**config.mk**
```make
export PLATFORM = sky130hd
export DESIGN_NAME = non_res_div_arb_flat
export DESIGN_NICKNAME = d
export VERILOG_FILES = /design/src/rtl/div_pkg.sv /design/src/rtl/non_res_div_arb_if.sv /design/src/rtl/non_res_div_step.sv /design/src/rtl/non_res_div_arb.sv /design/src/flat_wrapper.sv
export SDC_FILE = /design/constraint.sdc
export NUM_CORES = 1
export LEC_CHECK = 0
export BUFFER_PORTS_ARGS = -buffer_cell sky130_fd_sc_hd__buf_2
export CORE_MARGIN = 1
export CORE_UTILIZATION = 58
export DETAILED_ROUTE_END_ITERATION = 7
export HOLD_SLACK_MARGIN = 0.02
export PLACE_DENSITY_LB_ADDON = 0.08
export SLEW_MARGIN = 20
export SYNTH_ARGS = -nofsm -noshare
export SYNTH_HDL_FRONTEND = slang
export SYNTH_SLANG_ARGS = --single-unit
```
**constraint.sdc**
```tcl
create_clock -name clk -period 9.9 [get_ports clk]
set_input_delay 1.485 -clock clk [delete_from_list [all_inputs] [get_ports clk]]
set_output_delay 1.485 -clock clk [all_outputs]
set_load 0.05 [all_outputs]
```
**src/rtl/div_pkg.sv**
```systemverilog
// Shared state encoding and default width for the arbitrated non-restoring divider.
package div_pkg;
    localparam int DEF_WIDTH = 8;

    typedef enum logic [1:0] {
        IDLE = 2'd0,
        CALC = 2'd1,
        DONE = 2'd2
    } state_e;
endpackage

```
**src/rtl/non_res_div_arb_if.sv**
```systemverilog
// Two-requester divide request bus plus the shared result port.
interface non_res_div_arb_if
    import div_pkg::*;
#(
    parameter int WIDTH = DEF_WIDTH
);
    logic [1:0]       in_valid;
    logic [1:0]       in_ready;
    logic [WIDTH-1:0] Q0;
    logic [WIDTH-1:0] M0;
    logic [WIDTH-1:0] Q1;
    logic [WIDTH-1:0] M1;
    logic             done;
    logic             done_id;
    logic [WIDTH-1:0] Quo;
    logic [WIDTH-1:0] Rem;
    logic             dbz;

    modport master (
        output in_valid, Q0, M0, Q1, M1,
        input  in_ready, done, done_id, Quo, Rem, dbz
    );

    modport slave (
        input  in_valid, Q0, M0, Q1, M1,
        output in_ready, done, done_id, Quo, Rem, dbz
    );
endinterface

```
**src/rtl/non_res_div_step.sv**
```systemverilog
// One combinational non-restoring iteration on the partial remainder A and quotient Q.
module non_res_div_step
    import div_pkg::*;
#(
    parameter int WIDTH = DEF_WIDTH
) (
    input  logic signed [WIDTH:0]   a,
    input  logic        [WIDTH-1:0] q,
    input  logic        [WIDTH-1:0] m,
    output logic signed [WIDTH:0]   a_nxt,
    output logic        [WIDTH-1:0] q_nxt
);
    logic signed [WIDTH:0] a_sh;
    logic signed [WIDTH:0] m_ext;

    always_comb begin
        a_sh  = $signed({a[WIDTH-1:0], q[WIDTH-1]});
        m_ext = $signed({1'b0, m});
        // A's sign before the shift selects add versus subtract
        a_nxt = a[WIDTH] ? (a_sh + m_ext) : (a_sh - m_ext);
        q_nxt = {q[WIDTH-2:0], ~a_nxt[WIDTH]};
    end
endmodule

```
**src/rtl/non_res_div_arb.sv**
```systemverilog
// Round-robin arbitrated, bit-serial non-restoring unsigned divider for two requesters.
module non_res_div_arb
    import div_pkg::*;
#(
    parameter int WIDTH = DEF_WIDTH
) (
    input logic              clk,
    input logic              rst,
    non_res_div_arb_if.slave bus
);
    localparam int CW = $clog2(WIDTH + 1);

    state_e                state, state_nxt;
    logic [CW-1:0]         cnt;
    logic                  last_id;
    logic                  gnt;
    logic [1:0]            rdy;
    logic                  xfer;
    logic [WIDTH-1:0]      sel_q, sel_m;

    logic signed [WIDTH:0] a_p0, a_nxt;
    logic [WIDTH-1:0]      q_p0, m_p0, q_nxt, rem_fix;
    logic                  id_p0;

    logic                  done_id_r, dbz_r;
    logic [WIDTH-1:0]      quo_r, rem_r;

    always_comb begin
        gnt   = (bus.in_valid == 2'b11) ? ~last_id : bus.in_valid[1];
        rdy   = 2'b00;
        if (state == IDLE && !rst)
            rdy = bus.in_valid & (gnt ? 2'b10 : 2'b01);
        xfer  = |rdy;
        sel_q = gnt ? bus.Q1 : bus.Q0;
        sel_m = gnt ? bus.M1 : bus.M0;

        state_nxt = state;
        case (state)
            IDLE:    if (xfer) state_nxt = (sel_m == '0) ? DONE : CALC;
            CALC:    if (cnt == CW'(1)) state_nxt = DONE;
            DONE:    state_nxt = IDLE;
            default: state_nxt = IDLE;
        endcase
    end

    always_ff @(posedge clk or posedge rst) begin
        if (rst) state <= IDLE;
        else     state <= state_nxt;
    end

    non_res_div_step #(.WIDTH(WIDTH)) u_step (
        .a     (a_p0),
        .q     (q_p0),
        .m     (m_p0),
        .a_nxt (a_nxt),
        .q_nxt (q_nxt)
    );

    // Negative final remainder gets M added back; modular low bits suffice
    assign rem_fix = a_nxt[WIDTH-1:0] + (a_nxt[WIDTH] ? m_p0 : {WIDTH{1'b0}});

    // Stage p0: operands captured on transfer, iterated once per CALC cycle
    always_ff @(posedge clk) begin
        if (xfer) begin
            a_p0  <= '0;
            q_p0  <= sel_q;
            m_p0  <= sel_m;
            id_p0 <= gnt;
        end else if (state == CALC) begin
            a_p0  <= a_nxt;
            q_p0  <= q_nxt;
        end
    end

    always_ff @(posedge clk or posedge rst) begin
        if (rst) begin
            cnt       <= '0;
            last_id   <= 1'b1;
            done_id_r <= 1'b0;
            quo_r     <= '0;
            rem_r     <= '0;
            dbz_r     <= 1'b0;
        end else if (xfer) begin
            last_id <= gnt;
            if (sel_m == '0) begin
                cnt       <= '0;
                quo_r     <= '1;
                rem_r     <= sel_q;
                dbz_r     <= 1'b1;
                done_id_r <= gnt;
            end else begin
                cnt <= CW'(WIDTH);
            end
        end else if (state == CALC) begin
            cnt <= cnt - CW'(1);
            if (cnt == CW'(1)) begin
                quo_r     <= q_nxt;
                rem_r     <= rem_fix;
                dbz_r     <= 1'b0;
                done_id_r <= id_p0;
            end
        end
    end

    assign bus.in_ready = rdy;
    assign bus.done     = (state == DONE);
    assign bus.done_id  = done_id_r;
    assign bus.Quo      = quo_r;
    assign bus.Rem      = rem_r;
    assign bus.dbz      = dbz_r;
endmodule

```
**src/flat_wrapper.sv**
```systemverilog
// flat-port wrapper written by rule: the top's interface ports become plain ports
module non_res_div_arb_flat import div_pkg::*;
#(
    parameter int WIDTH = DEF_WIDTH
)
  (clk, rst, bus_in_valid, bus_Q0, bus_M0, bus_Q1, bus_M1, bus_in_ready, bus_done, bus_done_id, bus_Quo, bus_Rem, bus_dbz);
  non_res_div_arb_if #(.WIDTH(WIDTH)) bus_i ();
  input logic clk;
  input logic rst;
  input wire logic [$bits(bus_i.in_valid)-1:0] bus_in_valid;
  input wire logic [$bits(bus_i.Q0)-1:0] bus_Q0;
  input wire logic [$bits(bus_i.M0)-1:0] bus_M0;
  input wire logic [$bits(bus_i.Q1)-1:0] bus_Q1;
  input wire logic [$bits(bus_i.M1)-1:0] bus_M1;
  output wire logic [$bits(bus_i.in_ready)-1:0] bus_in_ready;
  output wire logic [$bits(bus_i.done)-1:0] bus_done;
  output wire logic [$bits(bus_i.done_id)-1:0] bus_done_id;
  output wire logic [$bits(bus_i.Quo)-1:0] bus_Quo;
  output wire logic [$bits(bus_i.Rem)-1:0] bus_Rem;
  output wire logic [$bits(bus_i.dbz)-1:0] bus_dbz;
  assign bus_i.in_valid = bus_in_valid;
  assign bus_i.Q0 = bus_Q0;
  assign bus_i.M0 = bus_M0;
  assign bus_i.Q1 = bus_Q1;
  assign bus_i.M1 = bus_M1;
  assign bus_in_ready = bus_i.in_ready;
  assign bus_done = bus_i.done;
  assign bus_done_id = bus_i.done_id;
  assign bus_Quo = bus_i.Quo;
  assign bus_Rem = bus_i.Rem;
  assign bus_dbz = bus_i.dbz;
  non_res_div_arb #(.WIDTH(WIDTH)) u_core (.clk(clk), .rst(rst), .bus(bus_i));
endmodule
```
### Word-level counts from Yosys, hierarchy flattened

Cells that the tools add are included.

* flip-flop bits (word level): 51
* input port bits: 36
* output and inout bits: 21

* add/sub/neg operators: 4
* eq/ne operators: 7
* muxes and demuxes: 32
* bitwise gates (word level): 3
* reduce and logical (&&, ||, !) cells: 9

Operator list (number)
* 2-to-1 mux 8 bit: 13
* 2-to-1 mux 4 bit: 3
* 2-to-1 mux 2 bit: 5
* adder 9 bit: 1
* 2-to-1 mux 1 bit: 9
* 2-to-1 mux 9 bit: 1
* subtractor 9 bit: 1
* adder 8 bit: 1
* logical NOT 8 bit: 1
* equality test 2 bit (second input constant): 2
* equality test 4 x 1 -> 1 bit (second input constant): 1
* inequality test 2 x 1 -> 1 bit (second input constant): 2
* one-hot mux 2 bit (2 select lines): 1
* nonzero test 2 bit: 2
* subtractor 4 x 1 -> 4 bit (second input constant): 1
* AND reduction 3 bit: 1
* bitwise AND 2 bit: 1
* equality test 2 x 1 -> 1 bit (second input constant): 1
* logical NOT 2 bit: 1
* inequality test 2 bit (second input constant): 1
* inverter 1 bit: 2
* AND reduction 2 bit: 1
* OR reduction 2 bit: 1
* logical AND 1 bit: 1
* logical NOT 1 bit: 1

### Logic depth before layout (Yosys ltp)

* word-level depth: 8
* depth in mapped cells: 19
* gate-level depth less buffers: 19

### Hierarchy

Synthesis repeated with hierarchy kept, for this count alone.

* cells, all modules: 322
* area, all modules: 3210.6 um2

By module, submodules not included
* non_res_div_arb: times used 1, cells an instance 244, area an instance 2620.0 um2
* non_res_div_step: times used 1, cells an instance 78, area an instance 590.6 um2

### Worst setup path before layout

Ideal clock, no wire load.

* kind: input -> output
* from: in bus_in_valid[1]
* to: out bus_in_ready[0]
* data arrival time: 2.672 ns
* setup slack: 5.743 ns
* cell stages on the path: 4
* buffers on the path: 2
* cell sequence: a21boi_1 > buf_2 > buf_2 > nor2_1

* cells in the longest elaborated chain, start to end: 5

RTL lines
* start: declaration: line flat_wrapper.sv:10 `input wire logic [$bits(bus_i.in_valid)-1:0] bus_in_valid;`
* equality test 2 bit: line non_res_div_arb.sv:29 `gnt = (bus.in_valid == 2'b11) ? ~last_id : bus.in_valid[1];`
* 2-to-1 mux 1 bit (*): line non_res_div_arb.sv:29
* via u_core.gnt: line non_res_div_arb.sv:16 `logic gnt;`
* 2-to-1 mux 2 bit (*): line non_res_div_arb.sv:32 `rdy = bus.in_valid & (gnt ? 2'b10 : 2'b01);`
* bitwise AND 2 bit (*): line non_res_div_arb.sv:32
* 2-to-1 mux 2 bit (*): line non_res_div_arb.sv:31 `if (state == IDLE && !rst)`
* end: declaration: line flat_wrapper.sv:15 `output wire logic [$bits(bus_i.in_ready)-1:0] bus_in_ready;`

Mark *: on every way through the listed nets, which the timed path passes. The rest lies on a longest branch.

### Worst setup path in the final report

* from: reg u_core.m_p0[2]
* to: reg u_core.rem_r[6], in the netlist u_core.bus.Rem[6]

* cells in the longest elaborated chain, start to end: 7
* elaborated cells on any way between the ends: 8
* those cells by class: add/sub: 3; mux: 5

RTL lines
* start: declaration: line non_res_div_arb.sv:22 `logic [WIDTH-1:0] q_p0, m_p0, q_nxt, rem_fix;`
* start signal: assignment: line non_res_div_arb.sv:67 `m_p0 <= sel_m;`
* subtractor 9 bit or adder 9 bit (tied branches): line non_res_div_step.sv:20 `a_nxt = a[WIDTH] ? (a_sh + m_ext) : (a_sh - m_ext);`
* 2-to-1 mux 9 bit: line non_res_div_step.sv:20
* 2-to-1 mux 8 bit: line non_res_div_arb.sv:60 `assign rem_fix = a_nxt[WIDTH-1:0] + (a_nxt[WIDTH] ? m_p0 : {WIDTH{1'b0}});`
* adder 8 bit (*): line non_res_div_arb.sv:60
* 2-to-1 mux 8 bit (*): line non_res_div_arb.sv:96 `if (cnt == CW'(1)) begin`
* 2-to-1 mux 8 bit (*): line non_res_div_arb.sv:94 `end else if (state == CALC) begin`
* 2-to-1 mux 8 bit (*): line non_res_div_arb.sv:83 `end else if (xfer) begin`
* end signal: assignment: line non_res_div_arb.sv:88 `rem_r <= sel_q;`
* end signal: assignment: line non_res_div_arb.sv:98 `rem_r <= rem_fix;`
* end: declaration: line non_res_div_arb.sv:26 `logic [WIDTH-1:0] quo_r, rem_r;`

Every way passes the cells marked *; elsewhere a longest branch is shown, timed or not. The select of a mux whose other input is x is not followed.
A chain may end at the register's enable or synchronous reset.

==> results.md <==
* Outcome: complete, no violations
* Clock transition at the registers of the reported paths at 100 ps
* Main combinational cell family by area after synthesis: simple AND/OR/NAND/NOR gates
* CP required at 10060 ps
* Routed Antenna Nets at 0
* GR Util All Layers at 25.4%
* CTS resizes at 0
* Yosys warns at 0
* Initial antenna violation count at 0
* Initial core utilization at 61.1%
* Post-synthesis async set-or-reset flop share at 49.0%
* Die Footprint at 5790 µm²
* Clk_lat worst skew at 310 ps
* Crit-path max FO at 10
* Clock Path Buffers at 2
* Cell taking the most area after synthesis: dfrtp_1
* Hold Violations, Final at 0
* Worst Hold Depth at 2
* Gpl congestion at 0.911
* Critical R2R Capture: u_core.bus.Rem[6]
* Unique cell type count in the Yosys netlist at 53
* Crit path depth at 18
* Crit-path slowest cell: edfxtp_1
* Post-CTS setup buffer count at 0
* Main area contributors after synthesis: dfrtp_1, edfxtp_1, ha_1
* Synth Area in XOR/XNOR at 6.41%
* Reg2reg setup slack at 5330 ps
* Crit path buf inv count at 0
* Reg2reg start: u_core.m_p0[2]
* Max-cap violation count at 0
* Vias in the first global route at 2500
* Reg2reg path depth at 18
* Period utilisation layout at 46.1%
* Endpoint class of the critical path: flop
* DR vias/cell at 5.64
* CP cell instances: nor4_1 -> a21oi_1 -> xor2_1 -> ha_1 -> nand3_2 -> a21oi_2 -> nand3b_4 -> a21oi_2 -> xnor3_2 -> and2_1 -> ha_1 -> fa_1 -> a21o_1 -> a21oi_1 -> nor2b_1 -> o21ai_0 -> mux2i_1 -> a31oi_1
* Vias at 2510
* DP HPWL at 5.03 mm
* Top-area cell type share of the netlist area at 18.9%
* Clock skew at 7.90 ps
* Hold Crit Endpoint: u_core.a_p0[3]
* Post-Synth Simple-Gate Area at 17.1%
* First-pass GRT wire length at 11.7 mm
* Syn Nets at 379
* Drt first pass iters at 4
* CP arrival at 4730 ps
* Synth Cell Area at 3180 µm²
* Final setup vio count at 0
* Critical Path Max Stage Delay at 490 ps
* Boundary Pins at 57
* Flops & latches, synth at 51
* Syn avg cell area at 9.85 µm²
* Total Nets Final at 430
* Unrepaired setup endpoints after global routing: false
* CTS tree: built
* CTS Buf Count at 5
* Critical path type: flop to flop
* Core area at 5200 µm²
* Commonest non-fill, non-tap cell in the layout: buf_2
* Hold path startpoint: u_core.a_p0[3]
* Primary FF master, synth: dfrtp_1
* Overflow after GRT at 0
* Largest net degree at the start of global routing at 39
* Row cnt at 26
* Mapped Cells at 323
* Htree depth at 2
* Fmax at 0.219 GHz
* First DRT Iteration DRCs at 116
* Antenna cells at 0
* Slew Viols, Final at 0
* Post-synthesis sequential area ratio at 41.4%
* Die Span X at 76.1 µm
* Slew HR at 38.5%
* PortBufs at 56
* Most frequent cells in the layout: buf_2, nand2_1, dfrtp_1, nor2_1, a21oi_1
* Post-Synth Adder-Cell Area at 8.34%
* CTS root buffer: clkbuf_8
* Final WL at 6.73 mm
* Cell family with most CP delay: compound AO/OA/AOI/OAI gates
* TritonCTS Sinks at 51
* DR WL/cell at 15.1 µm
* Synth Area in Compound Gates at 16.5%
* Fraction of layout cells with a size suffix above 1 at 23.7%
* Post-synth EDFFs at 17
* Min Tclk post-route at 4570 ps
* Startpoint types: flop
* Mux contribution to synthesized area at 6.33%
* Slew at the pin closest to its max-slew limit at 917 ps
* Overall die height at 76.1 µm
* Hold_buf cts at 0
* DR DRC count at 0
* Area Overhead vs Synth at 12.6%
* Worst hold path type: flop to flop
* Setup TNS at 0 ps
==> registers in the layout (all words and copies together) (netlist names) <==
register            cells
u_core.a_p0             9
u_core.bus.Quo          8
u_core.state            2
u_core.bus.done_id      1
u_core.cnt              4
u_core.id_p0            1
u_core.last_id          1
u_core.q_p0             8
u_core.bus.Rem          8
u_core.m_p0             8
u_core.bus.dbz          1
==> worst max-delay path by stage <==
stage	start	end	slack, ps
after floorplan	bus_in_valid[1]	bus_in_ready[0]	5740
after global placement	u_core.m_p0[3]	u_core.bus.Rem[6]	5470
after detailed placement	u_core.m_p0[2]	u_core.bus.Rem[6]	5350
after CTS	u_core.m_p0[2]	u_core.bus.Rem[6]	5340
after global routing	u_core.m_p0[3]	u_core.bus.Rem[6]	4860
final	u_core.m_p0[2]	u_core.bus.Rem[6]	5330
==> synthesized netlist by cell type, drive strengths merged (2+ instances only) <==
cell	instances
nor2	23
o21ai	18
xor2	9
mux2i	10
clkbuf	5
o22ai	2
nor3b	3
nand2	31
nor2b	3
xnor3	2
and2	10
dfrtp	24
a21oi	26
nor3	8
a21boi	2
o211ai	3
o21bai	2
nor4	7
mux2	9
edfxtp	17
dfxtp	9
a2111oi	2
inv	12
nor4b	2
nand3b	2
o21a	7
buf	9
nand3	13
ha	18
a31oi	4
fa	2
a21o	5
o22a	6
xnor2	9
==> layer usage <==
metal	track usage [%]	share of wire [%]
met5	0	0
met3	4.43	4.9
met2	42.4	47
met1	33.9	46
met4	7.88	2.0
==> layout make-up <==
type | instances | area, µm²
multi-input combinational | 246 | 1740
fill | 442 | 1620
sequential | 51 | 1320
timing repair buffer | 58 | 295
tap | 70 | 87.6
clock buffer | 5 | 68.8
inverter | 12 | 45.0
clock inverter | 3 | 23.8
==> worst min-delay path, cell delays in order (launching register included) <==
cell and delay (ps):
dfxtp_1 320, nand3_1 60, nand2_1 50
==> metrics by stage <==
step	area (µm²)	hold WS (ps)	std cells	util [%]	setup WS (ps)
2_1_floorplan	3180	438	323	-	5740
3_5_place_dp	3490	456	437	67.0	5350
6_report	3580	474	445	68.8	5330
4_1_cts	3580	472	445	68.8	5340
3_3_place_gp	3490	452	437	67.0	5470
5_1_grt	3580	496	445	68.8	4860
==> cell families (layout without fill, tap and decap cells) <==
kind of cell | Yosys count | in the layout
compound gates | 81 | 81
xor+xnor | 20 | 20
fa+ha+maj | 20 | 20
buf+inv | 26 | 78
flops | 51 | 51
mux | 19 | 19
simple gates | 106 | 106
Power is left out: the tool's default activity adds up to more than one toggle a clock period on the data nets, which glitch-free logic cannot reach.
